[src/rtl/adc_charge_balance.sv]
`default_nettype none
// ============================================================================
// Module   : adc_charge_balance
// Brief    : Charge-balance run-up / single-slope run-down integrating ADC
//            sequencer with saturating cycle counters and latched results.
// Revision : 1.0
// ============================================================================
module adc_charge_balance #(
  parameter int RESET_N     = 5000,
  parameter int CYCLE_N     = 20,
  parameter int APERTURE_N  = 200000,
  parameter int RUNDOWN_MAX = 65535
) (
  input  logic        clk,
  input  logic        reset,
  input  logic        adc_measure_start_i,
  input  logic        comp_in_i,
  output logic        int_reset_o,
  output logic        sig_sw_o,
  output logic [1:0]  refmux_o,
  output logic        adc_measure_done_o,
  output logic [23:0] count_up_o,
  output logic [23:0] count_down_o,
  output logic [15:0] count_rundown_o,
  output logic        rundown_sign_o,
  output logic        timeout_o,
  output logic [1:0]  monitor_o
);
  localparam int RST_W = $clog2(RESET_N + 1);
  localparam int PH_W  = $clog2(CYCLE_N + 1);
  localparam int AP_W  = $clog2(APERTURE_N + 1) + 1;
  localparam logic [1:0] REF_NONE = 2'b00;
  localparam logic [1:0] REF_POS  = 2'b01;
  localparam logic [1:0] REF_NEG  = 2'b10;

  typedef enum logic [2:0] {
    S_IDLE      = 3'd0,
    S_RESET_INT = 3'd1,
    S_RUNUP     = 3'd2,
    S_RUNDOWN   = 3'd3,
    S_DONE      = 3'd4
  } state_t;

  state_t            state_q, state_d;
  logic              comp_meta_q, comp_s_q;
  logic [RST_W-1:0]  rst_cnt_q, rst_cnt_d;
  logic [PH_W-1:0]   phase_q, phase_d;
  logic [AP_W-1:0]   aper_q, aper_d, aper_dec;
  logic [23:0]       up_q, up_d, dn_q, dn_d;
  logic [15:0]       rd_q, rd_d;
  logic              rd_ref_q, rd_ref_d, to_q, to_d;
  logic              int_reset_q, int_reset_d, sig_sw_q, sig_sw_d;
  logic [1:0]        refmux_q, refmux_d, monitor_q, monitor_d;
  logic              done_q, done_d;
  logic [23:0]       count_up_q, count_up_d, count_down_q, count_down_d;
  logic [15:0]       count_rd_q, count_rd_d;
  logic              sign_q, sign_d, timeout_q, timeout_d;
  logic              new_cycle, finish_rd;

  always_comb begin
    state_d      = state_q;
    rst_cnt_d    = rst_cnt_q;
    phase_d      = phase_q;
    aper_d       = aper_q;
    up_d         = up_q;
    dn_d         = dn_q;
    rd_d         = rd_q;
    rd_ref_d     = rd_ref_q;
    to_d         = to_q;
    int_reset_d  = int_reset_q;
    sig_sw_d     = sig_sw_q;
    refmux_d     = refmux_q;
    monitor_d    = monitor_q;
    done_d       = 1'b0;
    count_up_d   = count_up_q;
    count_down_d = count_down_q;
    count_rd_d   = count_rd_q;
    sign_d       = sign_q;
    timeout_d    = timeout_q;
    new_cycle    = 1'b0;
    finish_rd    = 1'b0;
    aper_dec     = aper_q - AP_W'(1);

    case (state_q)
      S_IDLE: begin
        up_d = '0;
        dn_d = '0;
        rd_d = '0;
        to_d = 1'b0;
        if (adc_measure_start_i) begin
          state_d   = S_RESET_INT;
          rst_cnt_d = RST_W'(RESET_N);
        end
      end
      S_RESET_INT: begin
        rst_cnt_d = rst_cnt_q - RST_W'(1);
        if (rst_cnt_q <= RST_W'(1)) begin
          state_d     = S_RUNUP;
          int_reset_d = 1'b0;
          sig_sw_d    = 1'b1;
          monitor_d   = 2'b01;
          phase_d     = '0;
          aper_d      = AP_W'(APERTURE_N);
          new_cycle   = 1'b1;
        end
      end
      S_RUNUP: begin
        aper_d = aper_dec;
        if (phase_q == PH_W'(CYCLE_N - 1)) begin
          phase_d = '0;
          // Aperture is two's complement: exhausted once it reaches zero or below.
          if (aper_dec[AP_W-1] || (aper_dec == '0)) begin
            state_d   = S_RUNDOWN;
            sig_sw_d  = 1'b0;
            monitor_d = 2'b10;
            rd_ref_d  = comp_s_q;
            refmux_d  = comp_s_q ? REF_NEG : REF_POS;
            rd_d      = '0;
          end else begin
            new_cycle = 1'b1;
          end
        end else begin
          phase_d = phase_q + PH_W'(1);
        end
      end
      S_RUNDOWN: begin
        if (comp_s_q != rd_ref_q) begin
          finish_rd = 1'b1;
        end else begin
          rd_d = (&rd_q) ? rd_q : rd_q + 16'd1;
          if (rd_q == 16'(RUNDOWN_MAX - 1)) begin
            to_d      = 1'b1;
            finish_rd = 1'b1;
          end
        end
        if (finish_rd) begin
          state_d   = S_DONE;
          refmux_d  = REF_NONE;
          monitor_d = 2'b00;
        end
      end
      S_DONE: begin
        state_d      = S_IDLE;
        done_d       = 1'b1;
        int_reset_d  = 1'b1;
        count_up_d   = up_q;
        count_down_d = dn_q;
        count_rd_d   = rd_q;
        sign_d       = rd_ref_q;
        timeout_d    = to_q;
      end
      default: begin
        state_d     = S_IDLE;
        int_reset_d = 1'b1;
        sig_sw_d    = 1'b0;
        refmux_d    = REF_NONE;
        monitor_d   = 2'b00;
      end
    endcase

    // Reference polarity for a whole run-up cycle is fixed at its first clock.
    if (new_cycle) begin
      if (comp_s_q) begin
        refmux_d = REF_NEG;
        dn_d     = (&dn_q) ? dn_q : dn_q + 24'd1;
      end else begin
        refmux_d = REF_POS;
        up_d     = (&up_q) ? up_q : up_q + 24'd1;
      end
    end
  end

  always_ff @(posedge clk) begin
    if (reset) begin
      state_q      <= S_IDLE;
      comp_meta_q  <= 1'b0;
      comp_s_q     <= 1'b0;
      rst_cnt_q    <= '0;
      phase_q      <= '0;
      aper_q       <= '0;
      up_q         <= '0;
      dn_q         <= '0;
      rd_q         <= '0;
      rd_ref_q     <= 1'b0;
      to_q         <= 1'b0;
      int_reset_q  <= 1'b1;
      sig_sw_q     <= 1'b0;
      refmux_q     <= REF_NONE;
      monitor_q    <= 2'b00;
      done_q       <= 1'b0;
      count_up_q   <= '0;
      count_down_q <= '0;
      count_rd_q   <= '0;
      sign_q       <= 1'b0;
      timeout_q    <= 1'b0;
    end else begin
      state_q      <= state_d;
      comp_meta_q  <= comp_in_i;
      comp_s_q     <= comp_meta_q;
      rst_cnt_q    <= rst_cnt_d;
      phase_q      <= phase_d;
      aper_q       <= aper_d;
      up_q         <= up_d;
      dn_q         <= dn_d;
      rd_q         <= rd_d;
      rd_ref_q     <= rd_ref_d;
      to_q         <= to_d;
      int_reset_q  <= int_reset_d;
      sig_sw_q     <= sig_sw_d;
      refmux_q     <= refmux_d;
      monitor_q    <= monitor_d;
      done_q       <= done_d;
      count_up_q   <= count_up_d;
      count_down_q <= count_down_d;
      count_rd_q   <= count_rd_d;
      sign_q       <= sign_d;
      timeout_q    <= timeout_d;
    end
  end

  assign int_reset_o        = int_reset_q;
  assign sig_sw_o           = sig_sw_q;
  assign refmux_o           = refmux_q;
  assign monitor_o          = monitor_q;
  assign adc_measure_done_o = done_q;
  assign count_up_o         = count_up_q;
  assign count_down_o       = count_down_q;
  assign count_rundown_o    = count_rd_q;
  assign rundown_sign_o     = sign_q;
  assign timeout_o          = timeout_q;

endmodule
`default_nettype wire

[config.mk]
export PLATFORM = sky130hd
export DESIGN_NAME = adc_charge_balance
export DESIGN_NICKNAME = d
export VERILOG_FILES = /design/src/rtl/adc_charge_balance.sv
export SDC_FILE = /design/constraint.sdc
export NUM_CORES = 1
export LEC_CHECK = 0
export ABC_AREA = 1
export CAP_MARGIN = 40
export CORE_MARGIN = 4
export CORE_UTILIZATION = 29
export DETAILED_ROUTE_END_ITERATION = 10
export HOLD_SLACK_MARGIN = 0.15
export PLACE_DENSITY = 0.56
export SYNTH_ARGS = -nofsm -noshare
export SYNTH_HDL_FRONTEND = slang
export SYNTH_SLANG_ARGS = --single-unit
[constraint.sdc]
create_clock -name clk -period 4 [get_ports clk]
set_input_delay 0.8 -clock clk [delete_from_list [all_inputs] [get_ports clk]]
set_output_delay 0.8 -clock clk [all_outputs]
set_load 0.02 [all_outputs]
# [Word-level counts from Yosys, hierarchy flattened]
# Cells that the tools add are included.
[totals] regBits=181 inputBits=4 out_inout_bits=73 wordCells=129
[op_classes] add_sub_neg=6 order_cmp=1 n_eq_ne=21 mux=53 bitwise=3 n_reduce_logical=24
[ops] op="$mux W24" count=8
[ops] op="$mux W16" count=4
[ops] op="$add A24 B1 Y24 const B" count=2
[ops] op="$pmux W16 S3" count=1
[ops] op="$reduce_and A24 Y1" count=2
[ops] op="$pmux W19 S2" count=1
[ops] op="$pmux W13 S2" count=1
[ops] op="$logic_not A19 Y1" count=1
[ops] op="$mux W19" count=1
[ops] op="$sub A19 B1 Y19 const B" count=1
[ops] op="$add A16 B1 Y16 const B" count=1
[ops] op="$eq A16 B16 Y1 const B" count=1
[ops] op="$mux W2" count=8
[ops] op="$ne A2 B2 Y1 const B" count=8
[ops] op="$reduce_and A16 Y1" count=1
[ops] op="$mux W3" count=5
[ops] op="$ne A3 B3 Y1 const B" count=5
[ops] op="$reduce_and A5 Y1" count=3
[ops] op="$le A13 B1 Y1 const B" count=1
[ops] op="$mux W1" count=13
[ops] op="$mux W13" count=1
[ops] op="$sub A13 B1 Y13 const B" count=1
[ops] op="$pmux W3 S4" count=1
[ops] op="$mux W5" count=2
[ops] op="22 further kinds" count=35

# [Logic depth before layout (Yosys ltp)]
[logic_depth] depth_word=8 mapped_depth=18 ltp_nobuf=17

# [Worst setup path after synthesis]
# No wires, ideal clock.
[synth_timing] kind="reg-to-reg" startpoint="reg aper_q[0]" endpoint="reg up_q[16]" setup_time_ns=0.128 arrival_ns=2.002 required_ns=3.872 setup_slack_ns=1.871 stages_incl_launch_ff=16 n_path_buf=1 period_less_slack_ns=2.129 path_cell_list="dfxtp_1 > inv_1 > ha_1 > nand2_2 > nor2_4 > nand2_1 > nor3_2 > xor2_1 > inv_2 > nand4_4 > nand2_4 > nand2_1 > nor2_2 > buf_4 > nor2_1 > nor2_1"
[synth_between] elab_chain_len=7 elab_cells_between_ends=8 cone_classes="add/sub: 1; eq/ne: 1; mux: 4; reduce/logical: 2"
[synth_lines] element="start, declared" line="48" source="logic [AP_W-1:0] aper_q, aper_d, aper_dec;"
[synth_lines] element="start signal, assigned" line="202" source="aper_q <= aper_d;"
[synth_lines] element="$sub A19 B1 Y19 (*)" line="82" source="aper_dec = aper_q - AP_W'(1);"
[synth_lines] element="$logic_not A19 Y1" line="112" source="if (aper_dec[AP_W-1] || (aper_dec == '0)) begin"
[synth_lines] element="$logic_or A1 B1 Y1 (*)" line="112"
[synth_lines] element="$mux W1 (*)" line="112"
[synth_lines] element="$mux W1 (*)" line="109" source="if (phase_q == PH_W'(CYCLE_N - 1)) begin"
[synth_lines] element="$pmux W1 S2 (*)" line="84" source="case (state_q)"
[synth_lines] element="$ne A3 B3 Y1 (no source line) or $mux W24 (tied branches)"
[synth_lines] element="end signal, assigned" line="203" source="up_q <= up_d;"
[synth_lines] element="end, declared" line="49" source="logic [23:0] up_q, up_d, dn_q, dn_d;"
# Every way passes the cells marked *; elsewhere a longest branch is shown, timed or not.
# A chain may end at the register's enable or synchronous reset.

# [Worst setup path in the final report]
[layout_timing] startpoint="reg aper_q[0]" endpoint="reg up_q[23]"
# The elaborated chain is that of the path after synthesis.

==> flow_metrics.env <==
export IMPL_status="completed"
export IMPL_h_tree_depth=4
export IMPL_synth_edf_count=0
export IMPL_syn_area_per_cell_um2=6.41
export IMPL_r2r_start="aper_q[0]"
export IMPL_cp_num_cells=15
export IMPL_pre_cts_slack_ns=1.14
export IMPL_grt_pass1_wl_um=46500
export IMPL_postSynth_asyncResetShare=0
export IMPL_cts_root_buf="clkbuf_16"
export IMPL_slew_limit_headroom=0.539
export IMPL_synth_top_area_share=0.376
export IMPL_start_util=0.295
export IMPL_endpoint_kind="register"
export IMPL_first_pass_iters=5
export IMPL_fin_crit_sh=0.715
export IMPL_fin_area_um2=11400
export IMPL_vias_per_cell=4.80
export IMPL_fp_dieArea_um2=36200
export IMPL_maxCapViolCount=0
export IMPL_cp_top_family="simple AND/OR/NAND/NOR gates"
export IMPL_vdd_drop_max_mv=0.347
export IMPL_synth_area_top_cells="dfxtp_1 38%, nand2_1 13%, nor2_1 10%"
export IMPL_startpoint="aper_q[0]"
export IMPL_clk_pin_slew_ns=0.07
export IMPL_grt_max_degree=72
export IMPL_coreArea_um2=32600
export IMPL_syn_inst=1502
export IMPL_cp_start_kind="register"
export IMPL_synth_top_flop_cell="dfxtp_1"
export IMPL_ioPinCount=77
export IMPL_nets=1559
export IMPL_drive_above_1_share=0.0507
export IMPL_path_class="register to register"
export IMPL_leakagePower_nw=4.31
export IMPL_grt_pass1_vias=9128
export IMPL_fp_dieH_um=190
export IMPL_cp_endpoint="up_q[23]"
export IMPL_io_buffers=76
export IMPL_post_drt_wl_per_cell_um=14.0
export IMPL_dp_hpwl_um=19400
export IMPL_yosys_register_bits=181
export IMPL_hold_viol=0
export IMPL_ys_top_cells_by_count="337 x nand2_1, 256 x nor2_1, 181 x dfxtp_1"
export IMPL_cts_tree="built"
export IMPL_hp_class="register to register"
export IMPL_gp_congestion=0.869
export IMPL_drt_iter0_markers=529
export IMPL_rows=66
export IMPL_ctsResizeCount=0
export IMPL_synth_distinct_cells=43
export IMPL_yosysWarnings=0
export IMPL_clockBufferDepth=2
export IMPL_postCtsSetupBuffers=0
export IMPL_drv_slew=0
export IMPL_place_area_um2=10800
export IMPL_clock_fmax_ghz=0.350
export IMPL_antenna_cells=0
export IMPL_r2r_slack_ns=1.14
export IMPL_syn_num_nets=1515
export IMPL_cpPeakStageDelay_ns=0.44
export IMPL_rsz0062_at_grt="no"
export IMPL_postRouteAntennaNets=0
export IMPL_cp_required_ns=4.38
export IMPL_fin_crit_ns=2.86
export IMPL_cts_sinks=181
export IMPL_critPathSlowestCell="nor2_2"
export IMPL_cp_max_fo=18
export IMPL_p_per_area_nw_per_um2=547
export IMPL_via_count=9614
export IMPL_antenna_found_initial=0
export IMPL_cp_buffers_inverters=2
export IMPL_wl_um=28100
export IMPL_synth_most_common_cell="nand2_1"
export IMPL_grt_overflow=0
export IMPL_clk_latency_ns=0.45
export IMPL_synth_yosys_seq_area_share=0.376
export IMPL_area_delta_synth_final_pct=17.9
export IMPL_worst_slew_pin_slew_ns=0.691
export IMPL_r2r_end="up_q[23]"
export IMPL_skew_ns=0.0186
export IMPL_die_w_um=190
export IMPL_finalSetupViolations=0
export IMPL_ff2ff_path_depth=15
export IMPL_setup_tns_ns=0
export IMPL_globalRouteTotalUtil=0.155
export IMPL_drc=0
export IMPL_syn_area_um2=9630
export IMPL_numCtsBuffers=17
export IMPL_finalWorstSetupSlack_ns=1.14
export IMPL_crit_path_cell_trace="inv_1 -> ha_1 -> nand2_2 -> nor2_4 -> nand4_1 -> xor2_1 -> nor2_2 -> nand2_2 -> nand4_4 -> nand2_4 -> nand2_1 -> nor2_2 -> buf_6 -> nor2_1 -> nor2_1"
export IMPL_hold_buffers=0
export IMPL_cp_arrival_ns=3.23
export IMPL_yosys_area_top_type="dfxtp_1"
-- per-layer routing --
metal | wire length, um | track usage | part of all wire | vias up
met1 | 13300 | 0.204 | 0.47 | 4397
li1 | - | - | - | 4981
met2 | 13100 | 0.258 | 0.47 | 190
met5 | 0 | 0 | 0 | -
met3 | 1060 | 0.0282 | 0.038 | 46
met4 | 610 | 0.0503 | 0.022 | 0
-- worst register-to-register path: stages, from the launching register on --
cell     delay [ns]
dfxtp_1        0.34
inv_1          0.11
ha_1           0.23
nand2_2        0.12
nor2_4         0.18
nand4_1        0.12
xor2_1         0.22
nor2_2         0.07
nand2_2        0.11
nand4_4        0.10
nand2_4        0.23
nand2_1        0.15
nor2_2         0.44
buf_6          0.23
nor2_1         0.05
nor2_1         0.08
-- per-stage QoR --
step,std cells,power (mW),utilization,hold WS (ns)
floorplan,1502,3.96,-,0.388
global placement,1967,4.54,0.330,0.399
detailed placement,1969,4.57,0.330,0.395
CTS,2001,6.27,0.348,0.414
global route,2001,6.67,0.348,0.423
finish,2001,6.21,0.348,0.412
-- how the worst min path moves through the flow --
stage                     cells past startpoint  slack (ns)       end   startpoint
after floorplan                               2        0.39  comp_s_q  comp_meta_q
after detailed placement                      2        0.39  comp_s_q  comp_meta_q
after global placement                        2        0.40  comp_s_q  comp_meta_q
final                                         2        0.41  comp_s_q  comp_meta_q
after global routing                          2        0.42  comp_s_q  comp_meta_q
after CTS                                     2        0.41  comp_s_q  comp_meta_q
-- report_power, final --
part	internal, mW	leakage (nW)	switching, mW
Clock	0.843	0.271	0.833
Sequential	1.98	1.46	0.161
Combinational	0.722	2.58	1.67
Total	3.55	4.31	2.66
-- registers in the layout, indices dropped and copies added, names as in the netlist --
register,count
count_down_o,24
count_up_o,24
dn_q,24
up_q,24
aper_q,19
count_rundown_o,16
rd_q,16
rst_cnt_q,13
phase_q,5
state_q,3
monitor_o,2
refmux_o,2
adc_measure_done_o,1
comp_meta_q,1
comp_s_q,1
int_reset_o,1
rd_ref_q,1
rundown_sign_o,1
sig_sw_o,1
timeout_o,1
to_q,1
-- logic make-up after synthesis --
group,count (synthesis),synth area share
flip-flops,181,0.376
adder cells (fa/ha/maj),9,0.0117
AND/OR/NAND/NOR,814,0.364
buffers and inverters,214,0.0877
AO/OA/AOI/OAI,264,0.142
XOR/XNOR,20,0.0182
-- cell usage in the layout (no fill, tap or decap), drive strengths merged, types with 17 or more instances in the layout --
cell type and n:
nand2 342, nor3 35, dfxtp 181, a21oi 128, clkbuf 18, clkdlybuf4s50 75, inv 152, nand3 104
xor2 17, nor2 265, nand4 33, o21ai 113
-- layout make-up --
cell class | instances | area, um^2
Fill cell | 3521 | 21300
Multi-Input combinational cell | 1107 | 5170
Sequential cell | 181 | 3620
Timing Repair Buffer | 91 | 876
Inverter | 148 | 556
Tap cell | 442 | 553
Clock buffer | 18 | 439
Clock inverter | 14 | 135
(Power assumes the default switching activity.)
